`src/rtl/led_pulse_stretcher.sv`:
```
// Event-to-LED pulse stretcher: each accepted edge on event_in becomes one
// fixed-length LED-on interval followed by a fixed LED-off gap. Events that
// arrive while a blink is running are queued in a saturating counter.
module led_pulse_stretcher #(
  parameter int unsigned ON_CYCLES   = 13_500_000,
  parameter int unsigned OFF_CYCLES  = 6_750_000,
  parameter int unsigned MAX_PENDING = 15,
  parameter bit          TRIG_FALL   = 1'b1,
  parameter bit          ACTIVE_LOW  = 1'b1
) (
  input  logic                             clk,
  input  logic                             nrst,
  input  logic                             event_in,
  output logic                             led_out,
  output logic                             busy,
  output logic [$clog2(MAX_PENDING+1)-1:0] pending,
  output logic                             overflow
);

  localparam int unsigned PW   = $clog2(MAX_PENDING + 1);
  localparam int unsigned TMAX = (ON_CYCLES > OFF_CYCLES) ? ON_CYCLES : OFF_CYCLES;
  localparam int unsigned TW   = (TMAX > 1) ? $clog2(TMAX) : 1;

  localparam logic [TW-1:0] ON_LOAD  = TW'(ON_CYCLES - 1);
  localparam logic [TW-1:0] OFF_LOAD = TW'(OFF_CYCLES - 1);
  localparam logic [TW-1:0] T_ONE    = TW'(1);
  localparam logic [PW-1:0] PEND_MAX = PW'(MAX_PENDING);
  localparam logic [PW-1:0] P_ONE    = PW'(1);

  // Input level that counts as "event asserted", and LED drive levels.
  localparam logic ACT_LVL  = ~TRIG_FALL;
  localparam logic LED_LIT  = ~ACTIVE_LOW;
  localparam logic LED_DARK = ACTIVE_LOW;

  typedef enum logic [1:0] {
    IDLE,
    ON,
    GAP
  } state_t;

  state_t          state_q, state_d;
  logic [TW-1:0]   timer_q, timer_d;
  logic [PW-1:0]   pend_q, pend_d;
  logic            ovf_q, ovf_d;
  logic            led_q, led_d;
  logic            busy_q, busy_d;
  logic            prev_q;
  logic            armed_q;
  logic            ev;
  logic            queue_ev;

  // armed_q suppresses the first sampled cycle after reset, so an input that
  // is already at the active level when reset releases is not seen as an edge.
  assign ev = armed_q && (event_in == ACT_LVL) && (prev_q != ACT_LVL);

  assign led_out  = led_q;
  assign busy     = busy_q;
  assign pending  = pend_q;
  assign overflow = ovf_q;

  // State, timer, queue and registered outputs.
  always_ff @(posedge clk or negedge nrst) begin
    if (!nrst) begin
      state_q <= IDLE;
      timer_q <= '0;
      pend_q  <= '0;
      ovf_q   <= 1'b0;
      led_q   <= LED_DARK;
      busy_q  <= 1'b0;
      prev_q  <= ~ACT_LVL;
      armed_q <= 1'b0;
    end else begin
      state_q <= state_d;
      timer_q <= timer_d;
      pend_q  <= pend_d;
      ovf_q   <= ovf_d;
      led_q   <= led_d;
      busy_q  <= busy_d;
      prev_q  <= event_in;
      armed_q <= 1'b1;
    end
  end

  // Next-state, timer reload, queue update and output decode.
  always_comb begin
    state_d  = state_q;
    timer_d  = timer_q;
    pend_d   = pend_q;
    ovf_d    = 1'b0;
    queue_ev = 1'b0;

    case (state_q)
      IDLE: begin
        if (ev) begin
          state_d = ON;
          timer_d = ON_LOAD;
        end else if (pend_q != '0) begin
          state_d = ON;
          timer_d = ON_LOAD;
          pend_d  = pend_q - P_ONE;
        end
      end

      ON: begin
        queue_ev = ev;
        if (timer_q == '0) begin
          state_d = GAP;
          timer_d = OFF_LOAD;
        end else begin
          timer_d = timer_q - T_ONE;
        end
      end

      GAP: begin
        if (timer_q != '0) begin
          timer_d  = timer_q - T_ONE;
          queue_ev = ev;
        end else if (ev) begin
          // A fresh edge on the final gap cycle starts the next blink itself.
          state_d = ON;
          timer_d = ON_LOAD;
        end else if (pend_q != '0) begin
          state_d = ON;
          timer_d = ON_LOAD;
          pend_d  = pend_q - P_ONE;
        end else begin
          state_d = IDLE;
        end
      end

      default: begin
        state_d = IDLE;
        timer_d = '0;
      end
    endcase

    if (queue_ev) begin
      if (pend_q == PEND_MAX) begin
        ovf_d = 1'b1;
      end else begin
        pend_d = pend_q + P_ONE;
      end
    end

    led_d  = (state_d == ON) ? LED_LIT : LED_DARK;
    busy_d = (state_d != IDLE);
  end

endmodule

```
`config.mk`:
```
export PLATFORM = sky130hd
export DESIGN_NAME = led_pulse_stretcher
export DESIGN_NICKNAME = d
export VERILOG_FILES = /design/src/rtl/led_pulse_stretcher.sv
export SDC_FILE = /design/constraint.sdc
export NUM_CORES = 1
export LEC_CHECK = 0
export ABC_AREA = 1
export CORE_UTILIZATION = 45
export DETAILED_ROUTE_END_ITERATION = 8
export HOLD_SLACK_MARGIN = 0.06
export PLACE_DENSITY = 0.62
export SLEW_MARGIN = 10
export SYNTH_ARGS = -nofsm -noshare
export SYNTH_HDL_FRONTEND = slang
export SYNTH_SLANG_ARGS = --single-unit
```
`constraint.sdc`:
```
create_clock -name clk -period 1.5 [get_ports clk]
set_input_delay 0.225 -clock clk [delete_from_list [all_inputs] [get_ports clk]]
set_output_delay 0.225 -clock clk [all_outputs]
set_load 0.1 [all_outputs]
```
==> results.sh, run 1 <==
export IMPL_place_congestion=0.877
export IMPL_die_h_um=78.4
export IMPL_synth_xor_xnor_area_share_pct=2.34
export IMPL_cts_tree="built"
export IMPL_numClockSinks=35
export IMPL_htree_levels=2
export IMPL_core_area_um2=5570
export IMPL_synth_area_leaders="dfrtp_1, nand2_1, nor2_1"
export IMPL_timing_final_hold_violations=0
export IMPL_drt_iter0_markers=323
export IMPL_rsz0062_at_grt="yes"
export IMPL_synth_cells=384
export IMPL_peakVddDrop_uv=1360
export IMPL_ios=10
export IMPL_crit_arrival_ns=1.95
export IMPL_pwr_share_seq_pct=33.2
export IMPL_numCtsBuffers=5
export IMPL_cp_max_fo=5
export IMPL_setup_viol=33
export IMPL_routed_via_density=5.46
export IMPL_dp_hpwl_um=6060
export IMPL_endpoint_kind="register"
export IMPL_final_cell_mix="buf_4, nand2_1, inv_1, nor2_1, dfrtp_1"
export IMPL_grt_use_total_pct=31.2
export IMPL_hold_start="event_in"
export IMPL_min_period_over_period_pct=119
export IMPL_drive_gt1_share_pct=51.1
export IMPL_clk_pin_slew_ns=0.07
export IMPL_post_route_util_pct=80.2
export IMPL_synthMuxAreaShare_pct=0
export IMPL_die_w_um=78.4
export IMPL_pwr_share_comb_pct=45.9
export IMPL_area_growth_pct=70.5
export IMPL_synth_adder_area_share_pct=3.81
export IMPL_powerDensity_nw_per_um2=716
export IMPL_violations="negative setup slack"
export IMPL_grt_first_pass_wirelength_um=14800
export IMPL_r2r_start="timer_q[1]"
export IMPL_finalMaxSlewViolations=0
export IMPL_power_switching_mw=1.25
export IMPL_worstHoldPathCells=1
export IMPL_hold_class="in -> reg"
export IMPL_rows=27
export IMPL_remaining_drc_errors=0
export IMPL_final_antenna_net_count=0
export IMPL_routed_wl_um=9740
export IMPL_regArea_um2=891
export IMPL_fin_area_um2=4470
export IMPL_clock_power_share_pct=20.9
export IMPL_synth_simple_area_share_pct=43.2
export IMPL_synth_nets=395
export IMPL_netlist_area_um2=2620
export IMPL_grt_ovfl_total=0
export IMPL_port_buffers=9
export IMPL_diodes=0
export IMPL_maxCapViolCount=0
export IMPL_final_common_cell="buf_4"
export IMPL_dpl_worst_slack_ns=-0.228
export IMPL_fillers=354
export IMPL_hold_end="prev_q"
export IMPL_r2r_end="timer_q[20]"
export IMPL_crit_type="reg -> reg"
export IMPL_synth_top_family_by_area="simple AND/OR/NAND/NOR gates"
export IMPL_root_buffer="clkbuf_8"
export IMPL_clock_skew_ns=0.00626
export IMPL_crit_path_start_kind="register"
export IMPL_synth_seq_cells=35
export IMPL_vias=3243
export IMPL_final_cell_count_no_fill=594
export IMPL_die_area_um2=6140
export IMPL_reg2reg_depth=9
export IMPL_detail_route_wl_per_cell_um=16.4
export IMPL_insertion_delay_ns=0.28
export IMPL_cp_required_ns=1.66
export IMPL_outcome="complete, but fails checks"
export IMPL_yosysSeqAreaShare_pct=33.5
export IMPL_post_place_cells=558
export IMPL_synth_top_cell_area_share_pct=31.5
export IMPL_synth_cell_types=36
export IMPL_grt_pass1_vias=3173
export IMPL_p_sw_share_pct=39.2
export IMPL_fmax_mhz=560
export IMPL_grt_max_degree=36
export IMPL_antenna_found_initial=0
export IMPL_avgSynthCellArea_um2=6.83
export IMPL_intPower_mw=1.95
export IMPL_leakagePower_nw=2.02
export IMPL_dpl_cell_area_um2=3690
export IMPL_clk_path_buf_depth=2
export IMPL_r2r_slack_ns=-0.29
export IMPL_fin_crit_ns=1.79
export IMPL_crit_start="timer_q[1]"
export IMPL_multi_input_area_um2=2030
export IMPL_synth_compound_area_share_pct=8.97
export IMPL_first_pass_iters=5
export IMPL_synth_largest_area_cell="dfrtp_1"
export IMPL_fin_ws_ns=-0.285
export IMPL_initial_core_util_pct=47.1
export IMPL_synth_warnings=0
export IMPL_final_nets=532
## layer usage
metal / track usage [%] / part of all wire (%) / vias to the layer above
met2: 52.9 / 49 / 179
met3: 5.70 / 8.2 / 41
met1: 38.7 / 39 / 1504
met5: 0 / 0 / -
li1: - / - / 1519
met4: 13.3 / 3.2 / 0
## cell usage after synthesis, drive strengths merged
library cell and number:
xnor2 2, clkinv 1, buf 4, and2 2, nand2 95, dfstp 2
clkbuf 3, ha 8, o21ai 23, dfrtp 33, a21oi 21, nor2 71
nand3b 4, nor3 10, nand3 40, o221ai 1, and3 2, inv 44
nand4 10, a31oi 1, conb 1, xor2 5, or2 1
## critical path, cell delays in order (launching register included)
cell and delay (ns):
dfrtp_1 0.40, inv_2 0.12, ha_4 0.16, nand2_4 0.06, nor2_4 0.22, buf_6 0.14, nand4_1 0.14, buf_4 0.17
o21ai_1 0.14, a21oi_1 0.10
## metrics by stage
| stage | setup TNS [ns] | hold slack, ns | power, mW |
|---|---|---|---|
| after detailed placement | -5.45 | 0.294 | 2.34 |
| final | -5.73 | 0.436 | 3.20 |
| after global routing | -8.74 | 0.445 | 3.34 |
| after CTS | -2.86 | 0.400 | 3.14 |
| after floorplan | -3.78 | -0.0706 | 1.85 |
| after global placement | -4.61 | 0.295 | 2.32 |
## final cells by class
cell class	count	share of cell area [%]
multi-input cells	300	45.3
repair buffers	133	26.4
flip-flops and latches	35	19.9
inverters	45	4.34
well taps	72	2.01
clock buffers	7	1.71
repair inverters	1	0.168
clock inverters	1	0.112
## state kept, by name (all words and copies together) (netlist names)
name,cells
armed_q,1
state_q,2
busy,1
pending,4
overflow,1
timer_q,24
prev_q,1
led_out,1
## cell families after synthesis
logic type	count (synthesis)
AO/OA/AOI/OAI	46
XOR/XNOR	7
adder cells (fa/ha/maj)	8
buffers and inverters	52
flip-flops	35
other	1
AND/OR/NAND/NOR	235
## power by group through the flow
| stage | registers (mW) | logic [mW] | clock network [mW] |
|---|---|---|---|
| 6_report | 1.06 | 1.47 | 0.670 |
| 5_1_grt | 1.07 | 1.55 | 0.725 |
| 4_1_cts | 1.06 | 1.38 | 0.696 |
| 3_5_place_dp | 1.08 | 1.26 | 0 |
| 3_3_place_gp | 1.08 | 1.24 | 0 |
| 2_1_floorplan | 1.44 | 0.411 | 0 |
## worst max-delay path by stage
stage / end / slack [ns] / cells past startpoint
CTS: timer_q[18] / -0.15 / 9
finish: timer_q[20] / -0.29 / 9
floorplan: timer_q[2] / -0.27 / 10
detailed placement: busy / -0.23 / 10
global route: timer_q[20] / -0.38 / 9
global placement: timer_q[22] / -0.21 / 10
## what timing repair did
item | 4_1_cts | 5_1_grt
resized for setup | 70 | 75
pin swaps | 20 | 39
endpoints found under the hold margin | 33 | 0
setup endpoints to repair | 33 | 33
hold buffers | 1 | 0
gates cloned | 3 | 1
setup buffers | 15 | 9
No activity file was read; power rests on OpenSTA's default activity.
==> run 2, diff against run 1 <==
--- a/config.mk
+++ b/config.mk
@@ -9,8 +9,9 @@
 export CORE_UTILIZATION = 45
 export DETAILED_ROUTE_END_ITERATION = 8
 export HOLD_SLACK_MARGIN = 0.06
-export PLACE_DENSITY = 0.62
-export SLEW_MARGIN = 10
+export PLACE_DENSITY = 0.65
+export RECOVER_POWER = 50
+export SLEW_MARGIN = 5
 export SYNTH_ARGS = -nofsm -noshare
 export SYNTH_HDL_FRONTEND = slang
 export SYNTH_SLANG_ARGS = --single-unit
==> results.sh, run 2 (synthesis gave the netlist of run 1 again) <==
export IMPL_routed_via_density=5.52
export IMPL_violations="negative setup slack"
export IMPL_pwr_share_comb_pct=43.3
export IMPL_post_route_util_pct=76.5
export IMPL_fin_ws_ns=-0.324
export IMPL_cp_max_fo=3
export IMPL_grt_ovfl_total=0
export IMPL_detail_route_wl_per_cell_um=17.2
export IMPL_drive_gt1_share_pct=48.1
export IMPL_vias=3150
export IMPL_multi_input_area_um2=1990
export IMPL_crit_arrival_ns=2.02
export IMPL_die_h_um=78.4
export IMPL_area_growth_pct=62.5
export IMPL_grt_first_pass_wirelength_um=14200
export IMPL_die_w_um=78.4
export IMPL_final_nets=509
export IMPL_cp_required_ns=1.70
export IMPL_finalPower_mw=3.07
export IMPL_slew_headroom_pct=36.3
export IMPL_root_buffer="clkbuf_8"
export IMPL_peakVddDrop_uv=1170
export IMPL_first_pass_iters=5
export IMPL_dp_hpwl_um=6210
export IMPL_regMostFlops="timer_q"
export IMPL_hold_class="in -> reg"
export IMPL_power_switching_mw=1.20
export IMPL_rows=27
export IMPL_crit_path_start_kind="register"
export IMPL_pwr_share_seq_pct=34.7
export IMPL_final_antenna_net_count=0
export IMPL_drt_iter0_markers=255
export IMPL_htree_levels=2
export IMPL_numClockSinks=35
export IMPL_ios=10
export IMPL_diodes=0
export IMPL_port_buffers=9
export IMPL_rsz0062_at_grt="yes"
export IMPL_clock_power_share_pct=22.0
export IMPL_fin_crit_ns=1.82
export IMPL_setup_viol=33
export IMPL_remaining_drc_errors=0
export IMPL_outcome="complete, but fails checks"
export IMPL_grt_max_degree=21
export IMPL_cts_tree="built"
export IMPL_clk_path_buf_depth=2
export IMPL_routed_wl_um=9820
export IMPL_grt_use_total_pct=30.9
export IMPL_fmax_mhz=548
export IMPL_leakagePower_nw=1.92
export IMPL_largest_register_ffs=24
export IMPL_p_sw_share_pct=39.0
export IMPL_core_area_um2=5570
export IMPL_insertion_delay_ns=0.30
export IMPL_endpoint_kind="register"
export IMPL_place_congestion=0.979
export IMPL_maxCapViolCount=0
export IMPL_antenna_found_initial=0
export IMPL_intPower_mw=1.87
export IMPL_numCtsBuffers=5
export IMPL_final_common_cell="buf_4"
export IMPL_crit_type="reg -> reg"
export IMPL_fillers=386
export IMPL_grt_pass1_vias=2988
export IMPL_tightestPinTransition_ns=0.956
export IMPL_min_period_over_period_pct=122
export IMPL_final_cell_mix="buf_4, nand2_1, nor2_1, inv_1, dfrtp_1"
export IMPL_initial_core_util_pct=47.1
export IMPL_clock_skew_ns=0.00372
export IMPL_finalMaxSlewViolations=0
export IMPL_clk_pin_slew_ns=0.07
export IMPL_die_area_um2=6140
export IMPL_regArea_um2=891
export IMPL_timing_final_hold_violations=0
export IMPL_powerDensity_nw_per_um2=720
==> run 2: area by class of cell <==
type / instances / area share [%]
clock buffer: 7 / 1.79
clock inverter: 1 / 0.117
inverter: 45 / 4.55
multi-input combinational: 298 / 46.7
sequential: 35 / 20.9
tap: 72 / 2.11
timing repair buffer: 113 / 23.8
==> run 2: through the flow <==
step	hold slack (ns)	cells	cell area (um2)	setup slack, ns	setup TNS, ns
CTS	0.381	567	4060	-0.153	-3.35
finish	0.499	571	4260	-0.324	-6.63
global route	0.510	571	4260	-0.363	-9.77
global placement	0.182	548	3650	-0.188	-4.41
detailed placement	0.180	548	3650	-0.243	-5.85
floorplan	-0.0706	384	2750	-0.267	-3.78
==> run 2: worst max-delay path, cell delays in order, from the launching register on <==
cell and delay [ns]:
dfrtp_1 0.42, buf_4 0.17, nor2_4 0.11, buf_4 0.12
nand3_1 0.09, nor2_2 0.20, nor3_1 0.13, nor2_1 0.25
nand3_2 0.11, nand2_1 0.07, inv_1 0.04
==> run 2: final timing paths <==
path | depth (start not counted) | to | slack (ns) | start
setup reg to reg | 10 | timer_q[9] | -0.32 | timer_q[3]
hold / removal | 1 | prev_q | 0.50 | event_in
max in group asynchronous | 3 | prev_q | 0.14 | nrst
hold reg to reg | 3 | timer_q[21] | 0.66 | timer_q[21]
setup / recovery | 10 | timer_q[9] | -0.32 | timer_q[3]
min in group asynchronous | 2 | timer_q[22] | 0.58 | nrst
==> run 2: power by group through the flow <==
stage | Combinational (mW) | Clock (mW) | Sequential, mW
2_1_floorplan | 0.411 | 0 | 1.44
3_3_place_gp | 1.24 | 0 | 1.08
3_5_place_dp | 1.25 | 0 | 1.08
4_1_cts | 1.31 | 0.669 | 1.07
5_1_grt | 1.39 | 0.721 | 1.07
6_report | 1.33 | 0.674 | 1.07
==> run 2: layer usage <==
layer  GRT usage, %  part of all wire (%)  vias to the layer above
met4           12.6                   5.0                        0
met2           53.9                    50                      140
met5              0                     0                        -
met3           5.23                   6.6                       43
met1           37.7                    39                     1491
li1               -                     -                     1476
==> run 2: what timing repair did <==
action                                 CTS  global route
hold buffers                             1             0
gates cloned                             1             0
gates resized for setup                 74            51
buffers inserted                         9             4
pin swaps                               23            34
setup endpoints to repair               33            33
endpoints found under the hold margin   15             0
